### config.mk
export PLATFORM = sky130hd
export DESIGN_NAME = median_filter_seq
export DESIGN_NICKNAME = d
export VERILOG_FILES = /design/src/rtl/median_filter_seq.sv
export SDC_FILE = /design/constraint.sdc
export NUM_CORES = 1
export LEC_CHECK = 0
export BUFFER_PORTS_ARGS = -buffer_cell sky130_fd_sc_hd__buf_4
export CELL_PAD_IN_SITES_DETAIL_PLACEMENT = 0
export CELL_PAD_IN_SITES_GLOBAL_PLACEMENT = 1
export CORE_MARGIN = 8
export CORE_UTILIZATION = 47
export CTS_BUF_LIST = sky130_fd_sc_hd__clkbuf_16
export DETAILED_ROUTE_END_ITERATION = 12
export PLACE_DENSITY_LB_ADDON = 0.1
export SLEW_MARGIN = 5
export SYNTH_ARGS = -nofsm -noshare
export SYNTH_HDL_FRONTEND = slang
export SYNTH_SLANG_ARGS = --single-unit
### constraint.sdc
create_clock -name CLK -period 9.85 [get_ports CLK]
set_input_delay 0.985 -clock CLK [delete_from_list [all_inputs] [get_ports CLK]]
set_output_delay 0.985 -clock CLK [all_outputs]
set_load 0.01 [all_outputs]
### src/rtl/median_filter_seq.sv
`default_nettype none
// ============================================================================
// Module      : median_filter_seq
// Description : Sequencer for a 3x3 median filter over a frame held in an
//               external pixel memory. Pixels are visited in raster order.
//               Interior pixels have their 3x3 neighbourhood fetched and
//               offered to an external median core. The returned median is
//               written to the result memory. Border pixels are copied
//               unchanged.
//
// Ports       : CLK, RST                 clock, synchronous active-high reset
//               start_i, width_i,        frame start pulse and dimensions
//               height_i
//               busy_o, done_o           frame in progress / sticky complete
//               rd_en_o, rd_addr_o,      source memory read port
//               rd_data_i                (data returns one cycle after rd_en_o)
//               win_valid_o, win_data_o, window handshake to the median core
//               win_ready_i              (p0 in LSBs, row-major to p8)
//               med_valid_i, med_data_i  median result from the core
//               wr_en_o, wr_addr_o,      result memory write port
//               wr_data_o
// Revision    : 1.0 - initial release
// ============================================================================
module median_filter_seq #(
    parameter int ADDR_W = 18,
    parameter int PIX_W  = 8,
    parameter int DIM_W  = 10
) (
    input  logic                 CLK,
    input  logic                 RST,
    input  logic                 start_i,
    input  logic [DIM_W-1:0]     width_i,
    input  logic [DIM_W-1:0]     height_i,
    output logic                 busy_o,
    output logic                 done_o,
    output logic                 rd_en_o,
    output logic [ADDR_W-1:0]    rd_addr_o,
    input  logic [PIX_W-1:0]     rd_data_i,
    output logic                 win_valid_o,
    output logic [9*PIX_W-1:0]   win_data_o,
    input  logic                 win_ready_i,
    input  logic                 med_valid_i,
    input  logic [PIX_W-1:0]     med_data_i,
    output logic                 wr_en_o,
    output logic [ADDR_W-1:0]    wr_addr_o,
    output logic [PIX_W-1:0]     wr_data_o
);

    typedef enum logic [2:0] {
        IDLE      = 3'd0,
        FETCH     = 3'd1,
        WAIT_LAST = 3'd2,
        ISSUE     = 3'd3,
        WAIT_MED  = 3'd4,
        WRITE     = 3'd5,
        DONE      = 3'd6
    } state_t;

    state_t               state_q;
    logic [DIM_W-1:0]     width_q;
    logic [DIM_W-1:0]     height_q;
    logic [DIM_W-1:0]     row_q;
    logic [DIM_W-1:0]     col_q;
    logic [ADDR_W-1:0]    row_base_q;
    logic [ADDR_W-1:0]    centre_q;
    logic                 interior_q;
    logic [3:0]           fetch_idx_q;
    logic [3:0]           cap_idx_q;
    logic                 rd_v_q;
    logic [9*PIX_W-1:0]   win_q;

    logic                 busy_q;
    logic                 done_q;
    logic                 rd_en_q;
    logic [ADDR_W-1:0]    rd_addr_q;
    logic                 win_valid_q;
    logic                 wr_en_q;
    logic [ADDR_W-1:0]    wr_addr_q;
    logic [PIX_W-1:0]     wr_data_q;

    logic [DIM_W-1:0]     row_d;
    logic [DIM_W-1:0]     col_d;
    logic [ADDR_W-1:0]    row_base_d;
    logic [ADDR_W-1:0]    centre_d;
    logic                 interior_d;
    logic [ADDR_W-1:0]    first_addr_d;
    logic [ADDR_W-1:0]    fetch_step_d;

    logic [ADDR_W-1:0]    w_ext;
    logic                 empty;
    logic                 last_col;
    logic                 last_row;

    // A pixel needs a full window only when it has a neighbour on every
    // side; frames narrower or shorter than 3 therefore have no interior.
    function automatic logic is_interior(
        input logic [DIM_W-1:0] r,
        input logic [DIM_W-1:0] c,
        input logic [DIM_W-1:0] w,
        input logic [DIM_W-1:0] h
    );
        return (w >= DIM_W'(3)) && (h >= DIM_W'(3)) &&
               (r != '0) && (c != '0) &&
               (r != h - DIM_W'(1)) && (c != w - DIM_W'(1));
    endfunction

    assign w_ext    = ADDR_W'(width_q);
    assign empty    = (width_q == '0) || (height_q == '0);
    assign last_col = (col_q == width_q - DIM_W'(1));
    assign last_row = (row_q == height_q - DIM_W'(1));

    // Next pixel position. The row base is accumulated by adding the width
    // once per row, so no multiplier is needed for row*W + col.
    always_comb begin
        row_d        = row_q;
        col_d        = col_q + DIM_W'(1);
        row_base_d   = row_base_q;
        centre_d     = centre_q + ADDR_W'(1);
        if (last_col) begin
            row_d      = row_q + DIM_W'(1);
            col_d      = '0;
            row_base_d = row_base_q + w_ext;
            centre_d   = row_base_q + w_ext;
        end
        interior_d   = is_interior(row_d, col_d, width_q, height_q);
        first_addr_d = interior_d ? (centre_d - w_ext - ADDR_W'(1)) : centre_d;
    end

    // Walk p0..p8: step by one within a window row, and jump to the start of
    // the next window row after p2 and p5.
    always_comb begin
        fetch_step_d = rd_addr_q + ADDR_W'(1);
        if ((fetch_idx_q == 4'd2) || (fetch_idx_q == 4'd5)) begin
            fetch_step_d = rd_addr_q + w_ext - ADDR_W'(2);
        end
    end

    always_ff @(posedge CLK) begin
        if (RST) begin
            state_q     <= IDLE;
            width_q     <= '0;
            height_q    <= '0;
            row_q       <= '0;
            col_q       <= '0;
            row_base_q  <= '0;
            centre_q    <= '0;
            interior_q  <= 1'b0;
            fetch_idx_q <= '0;
            cap_idx_q   <= '0;
            rd_v_q      <= 1'b0;
            win_q       <= '0;
            busy_q      <= 1'b0;
            done_q      <= 1'b0;
            rd_en_q     <= 1'b0;
            rd_addr_q   <= '0;
            win_valid_q <= 1'b0;
            wr_en_q     <= 1'b0;
            wr_addr_q   <= '0;
            wr_data_q   <= '0;
        end else begin
            // Read data arrives one cycle after the strobe; slot it into the
            // window in fetch order.
            rd_v_q <= rd_en_q;
            if (rd_v_q && (cap_idx_q < 4'd9)) begin
                win_q[int'(cap_idx_q)*PIX_W +: PIX_W] <= rd_data_i;
                cap_idx_q <= cap_idx_q + 4'd1;
            end

            case (state_q)
                IDLE, DONE: begin
                    if (start_i) begin
                        width_q     <= width_i;
                        height_q    <= height_i;
                        row_q       <= '0;
                        col_q       <= '0;
                        row_base_q  <= '0;
                        centre_q    <= '0;
                        interior_q  <= 1'b0;
                        fetch_idx_q <= '0;
                        cap_idx_q   <= '0;
                        busy_q      <= 1'b1;
                        done_q      <= 1'b0;
                        rd_addr_q   <= '0;
                        // An empty frame spends one cycle in FETCH with no
                        // read, then finishes.
                        rd_en_q     <= (width_i != '0) && (height_i != '0);
                        state_q     <= FETCH;
                    end
                end

                FETCH: begin
                    if (empty) begin
                        busy_q  <= 1'b0;
                        done_q  <= 1'b1;
                        state_q <= DONE;
                    end else if (!interior_q || (fetch_idx_q == 4'd8)) begin
                        rd_en_q <= 1'b0;
                        state_q <= WAIT_LAST;
                    end else begin
                        fetch_idx_q <= fetch_idx_q + 4'd1;
                        rd_addr_q   <= fetch_step_d;
                    end
                end

                WAIT_LAST: begin
                    // The last requested pixel is on rd_data_i this cycle.
                    if (interior_q) begin
                        win_valid_q <= 1'b1;
                        state_q     <= ISSUE;
                    end else begin
                        wr_en_q   <= 1'b1;
                        wr_addr_q <= centre_q;
                        wr_data_q <= rd_data_i;
                        state_q   <= WRITE;
                    end
                end

                ISSUE: begin
                    if (win_ready_i) begin
                        win_valid_q <= 1'b0;
                        state_q     <= WAIT_MED;
                    end
                end

                WAIT_MED: begin
                    if (med_valid_i) begin
                        wr_en_q   <= 1'b1;
                        wr_addr_q <= centre_q;
                        wr_data_q <= med_data_i;
                        state_q   <= WRITE;
                    end
                end

                WRITE: begin
                    wr_en_q <= 1'b0;
                    if (last_row && last_col) begin
                        busy_q  <= 1'b0;
                        done_q  <= 1'b1;
                        state_q <= DONE;
                    end else begin
                        row_q       <= row_d;
                        col_q       <= col_d;
                        row_base_q  <= row_base_d;
                        centre_q    <= centre_d;
                        interior_q  <= interior_d;
                        fetch_idx_q <= '0;
                        cap_idx_q   <= '0;
                        rd_en_q     <= 1'b1;
                        rd_addr_q   <= first_addr_d;
                        state_q     <= FETCH;
                    end
                end

                default: begin
                    state_q <= IDLE;
                end
            endcase
        end
    end

    assign busy_o      = busy_q;
    assign done_o      = done_q;
    assign rd_en_o     = rd_en_q;
    assign rd_addr_o   = rd_addr_q;
    assign win_valid_o = win_valid_q;
    assign win_data_o  = win_q;
    assign wr_en_o     = wr_en_q;
    assign wr_addr_o   = wr_addr_q;
    assign wr_data_o   = wr_data_q;

endmodule
`default_nettype wire

Yosys cells after proc, flatten, opt, wreduce, memory -nomap -nowiden. Index checks and enable logic that the tools add are counted. Widths: inputs -> output; s select.

Register bits after elaboration: 210. Output and inout port bits: 121. Word-level logic and storage cells: 165.

$add $sub $neg: 14. Magnitude comparators: 3. Equal/unequal tests: 26. Shift operators: 2. Multiplexer cells: 65. Reductions and logical operators: 35.

Operator list (number): $mux 18 (12); $pmux 18 s2 (3); $bwmux 72 (1); $shift 8x33->72 const A (1); $shiftx 8x33->72 (1); $pmux 18 s3 (1); $mux 10 (5); $pmux 10 s2 (2); $reduce_bool 10->1 (4); $add 18x1->18 const B (2); $add 18x10->18 (2); $neg 7->33 (1); $mux 4 (7); $ne 2x2->1 const B (12); $mux 3 (7); $add 10x1->10 const B (2); $eq 10x10->1 (2); $ge 10x2->1 const B (2); $logic_not 10->1 (2); $ne 10x10->1 (2); $sub 10x1->10 const B (2); $pmux 3 s6 (1); $sub 18x1->18 const B (1); $sub 18x10->18 (1); 28 further kinds (69).

Depth between registers and ports, before layout.
Word-level depth: 11. Depth in mapped cells: 27. Gate-level depth less buffers: 23.

Worst setup path before layout. Ideal clock, no wire load.

Path type: flip-flop to flip-flop. From: register width_q[1]. To: register rd_addr_q[14] (netlist: rd_addr_o[14]). Library setup time: 92 ps. Arrival: 5220 ps. Data required time: 9758 ps. Path slack: 4538 ps. Cell stages (with the launch flop): 27. Path buffers: 4. Path through: dfxtp_1 clkbuf_1 inv_1 ha_1 clkbuf_1 xor2_1 xnor2_1 nand4_1 nor4_4 and2_1 buf_4 buf_2 o21ai_0 ha_1 inv_1 fa_1 inv_1 a21oi_1 o21bai_1 a21o_1 a21o_1 a31oi_1 o21ai_0 or4_1 or3_1 and3_1 o32ai_1.

Cells in the longest elaborated chain, start to end: 11. Elaborated cells on any way between the ends: 32. Classes of those cells: add/sub (6); order compare (1); eq/ne (5); mux (9); reduce/logical (11).

RTL lines: start, declared (line 60) `logic [DIM_W-1:0] width_q;`; start signal, assigned (line 172) `width_q <= width_i;`; parallel branches: the longest is 11 deep, another holds $sub 18x10->18; end signal, assigned (line 201) `rd_addr_q <= fetch_step_d;`; end signal, assigned (line 249) `rd_addr_q <= first_addr_d;`; end, declared (line 75) `logic [ADDR_W-1:0] rd_addr_q;`.

Parallel ways; which one is timed is not known. The select of a mux whose other input is x is not followed. A chain may end at the register's enable or synchronous reset.

Worst setup path after layout.
From: register width_q[1]. To: register rd_addr_q[16] (netlist: rd_addr_o[16]).

Same word-level chain as after synthesis.

==> flow_summary.toml <==
[min_path]
holdPathStages = 2
hold_class = "flop to flop"
hold_end = "win_data_o[0]"
hp-start = "win_data_o[0]"

[critical_path]
critPathRequiredTime_ns = 10.28
crit_path_cell_trace = "inv_1 > ha_1 > xor2_1 > xnor2_1 > nand4_1 > nor4_4 > and2_1 > buf_4 > nand2_1 > o21ai_0 > ha_1 > inv_1 > fa_1 > inv_1 > a21oi_1 > o21bai_1 > a21o_1 > a21o_1 > a31oi_1 > o21ai_0 > nor3_1 > nand3_1 > xor2_1 > o41ai_1"
crit_family = "compound AO/OA/AOI/OAI gates"
crit_buf_inv = 4
cp_slowest_cell = "dfxtp_1"
crit_top_cell = "inv_1"
ff2ff_path_depth = 24
rr_startpoint = "width_q[1]"
r2r-end = "rd_addr_o[16]"
critPathMaxStageDelay_ns = 0.68
cp_max_fo = 28
arrival_ns = 6.62
r2r_slack_ns = 3.66
crit_type = "flop to flop"
start_kind = "flop"
critPathCaptureType = "flop"

[die]
die_w_um = 182.6
die_area_um2 = 33330
rows = 61
core-area_um2 = 27550
die_y_um = 182.6
ios = 162
initial_core_util = 0.4732

[routing]
postRouteAntennaNets = 0
drt_iter0_drc = 857
viasPerCell = 5.739
wirelength_um = 42730
drc = 0
dr.pass1.iters = 5
wl_per_cell_um = 19.50
vias = 12580

[clocking]
ctsHoldBuffers = 0
post_cts_buffers = 0
clk_latency_ns = 0.54
cts_resized = 0
cts_max_level = 1
tritoncts = "built"
cts_made_buffers = 25
clk_path_buf_depth = 3
cts_num_sinks = 210
cts-root-buf = "clkbuf_16"
clkTransAtPathRegs_ns = 0.06

[layout]
stdcell_count = 2191
area_delta_synth_final_pct = 16.75
n_antenna_cell = 0
final_area_um2 = 15220
layout-drive-gt1-share = 0.1318
nNetsFinal = 1910

[synthesis]
synthCells = 1695
ys_types = 77
async_reset_ff_frac = 0
ys_warn_count = 0
synth.avg_cell_area_um2 = 7.692
ys_seq_area_frac = 0.3224
synth_edf_count = 0
syn-num-nets = 1808
yosys_register_bits = 210
syn_area_um2 = 13040
synthFlopType = "dfxtp_1"

[sta]
period_share = 0.6280
fin_hold_ws_ns = 0.4562
finalHoldViolations = 0
clock_skew_ns = 0.01334
tightest_slew_ns = 1.000
rsz0062_at_grt = "false"
fmax_ghz = 0.1617
tns_ns = 0
setup_viol = 0
final_max_slew_viol_count = 0
finalCriticalPeriod_ns = 6.186
timing.slew.headroom = 0.3332

[global_routing]
grt_pass1_wl_um = 67720
grt_use_total = 0.2506
first_global_vias = 12110
grt.overflow.total = 0
grt_max_degree = 128
antenna_found_initial = 0

[placed_design]
placed_area_um2 = 14450
io_buffer_count = 161
dp_hpwl_um = 31320
place_congestion = 0.9178
dpl.cell_count = 2148

[power]
power_per_cell_area_nw_per_um2 = 224.6
vdd_drop_max_mv = 0.1211
power_leakage_nw = 6.238

[flow_run]
cap_viol_max_count = 0

[run_status]
run_status = "finished, final reports clean"
registers in the layout, summed over array words and instances (netlist names), 3 cells and up:
signal	count
width_q	10
height_q	10
fetch_idx_q	4
wr_data_o	8
win_data_o	72
state_q	3
cap_idx_q	4
rd_addr_o	18
wr_addr_o	18
centre_q	18
row_q	10
row_base_q	18
col_q	10
cell usage after synthesis (all sizes together) (40+ instances only):
| master | count | area, um2 |
|---|---|---|
| mux2i | 62 | 620.6 |
| o21ai | 56 | 280.3 |
| clkbuf | 86 | 322.8 |
| ha | 69 | 863.3 |
| nand2 | 181 | 681.9 |
| nor3 | 46 | 235.2 |
| dfxtp | 210 | 4204 |
| inv | 71 | 266.5 |
| nor2 | 225 | 847.1 |
| nand3 | 68 | 340.3 |
| xnor2 | 72 | 630.6 |
| xor2 | 40 | 350.3 |
| a21oi | 187 | 939.7 |
area by class of cell:
cell class / count / area (um2)
fill: 2674 / 12330
timing repair buffer: 175 / 1318
clock inverter: 18 / 141.4
sequential: 210 / 4204
clock buffer: 25 / 625.6
tap: 378 / 473.0
inverter: 72 / 270.3
multi-input combinational: 1313 / 8190
metrics by stage:
step | total power (W) | worst slack (ns) | utilization
2_1_floorplan | 0.002105 | 4.538 | -
3_5_place_dp | 0.002533 | 3.855 | 0.5245
6_report | 0.003419 | 3.664 | 0.5525
5_1_grt | 0.003649 | 3.216 | 0.5525
4_1_cts | 0.003431 | 3.777 | 0.5524
3_3_place_gp | 0.002528 | 4.048 | 0.5245
cells in the final DEF, fill, tap and decap left out, types with 25 or more instances in the layout:
master and instances:
a21oi_1 186, nor3_1 44, and3_1 31, o21ai_0 55, nand2_1 180, xor2_1 40
nand3_1 68, inv_1 77, xnor2_1 72, dfxtp_1 210, mux2i_1 62, clkbuf_16 25
buf_4 174, a211oi_1 31, nor2_1 222, ha_1 69
layer usage:
layer,global-route usage,part of all wire,vias to the layer above
li1,-,-,6154
met1,0.3142,0.43,5937
met2,0.4045,0.45,408
met3,0.07894,0.089,76
met4,0.07675,0.030,0
met5,0,0,-
power by group:
group | internal [W] | leakage [nW] | switching, W
Combinational | 0.000587 | 4.14 | 0.000917
Clock | 0.000511 | 0.402 | 0.000376
Sequential | 0.000915 | 1.70 | 0.000112
Total | 0.00201 | 6.24 | 0.00141
logic make-up (layout without fill, tap and decap cells):
| logic type | Yosys count | count (layout) | synth area share |
|---|---|---|---|
| fa+ha+maj | 72 | 72 | 0.07082 |
| flops | 210 | 210 | 0.3224 |
| buf+inv | 172 | 290 | 0.05096 |
| compound gates | 391 | 391 | 0.1799 |
| xor+xnor | 115 | 115 | 0.08041 |
| simple gates | 665 | 665 | 0.2398 |
| mux | 70 | 70 | 0.05566 |
worst max-delay path by stage:
stage / startpoint / end / slack, ns / cells after the start
after floorplan: width_q[1] / rd_addr_o[14] / 4.54 / 26
after global placement: width_q[1] / rd_addr_o[16] / 4.05 / 24
after detailed placement: width_q[1] / rd_addr_o[16] / 3.85 / 24
after CTS: width_q[1] / rd_addr_o[16] / 3.78 / 24
after global routing: width_q[1] / rd_addr_o[13] / 3.22 / 21
final: width_q[1] / rd_addr_o[16] / 3.66 / 24
worst register-to-register path: stages (launching register included):
cell and delay, ns:
dfxtp_1 0.68, inv_1 0.23, ha_1 0.39, xor2_1 0.37
xnor2_1 0.21, nand4_1 0.17, nor4_4 0.59, and2_1 0.23
buf_4 0.31, nand2_1 0.12, o21ai_0 0.21, ha_1 0.27
inv_1 0.06, fa_1 0.39, inv_1 0.07, a21oi_1 0.06
o21bai_1 0.21, a21o_1 0.15, a21o_1 0.15, a31oi_1 0.13
o21ai_0 0.49, nor3_1 0.09, nand3_1 0.12, xor2_1 0.07
o41ai_1 0.32
Power figures use the tool's default switching activity.
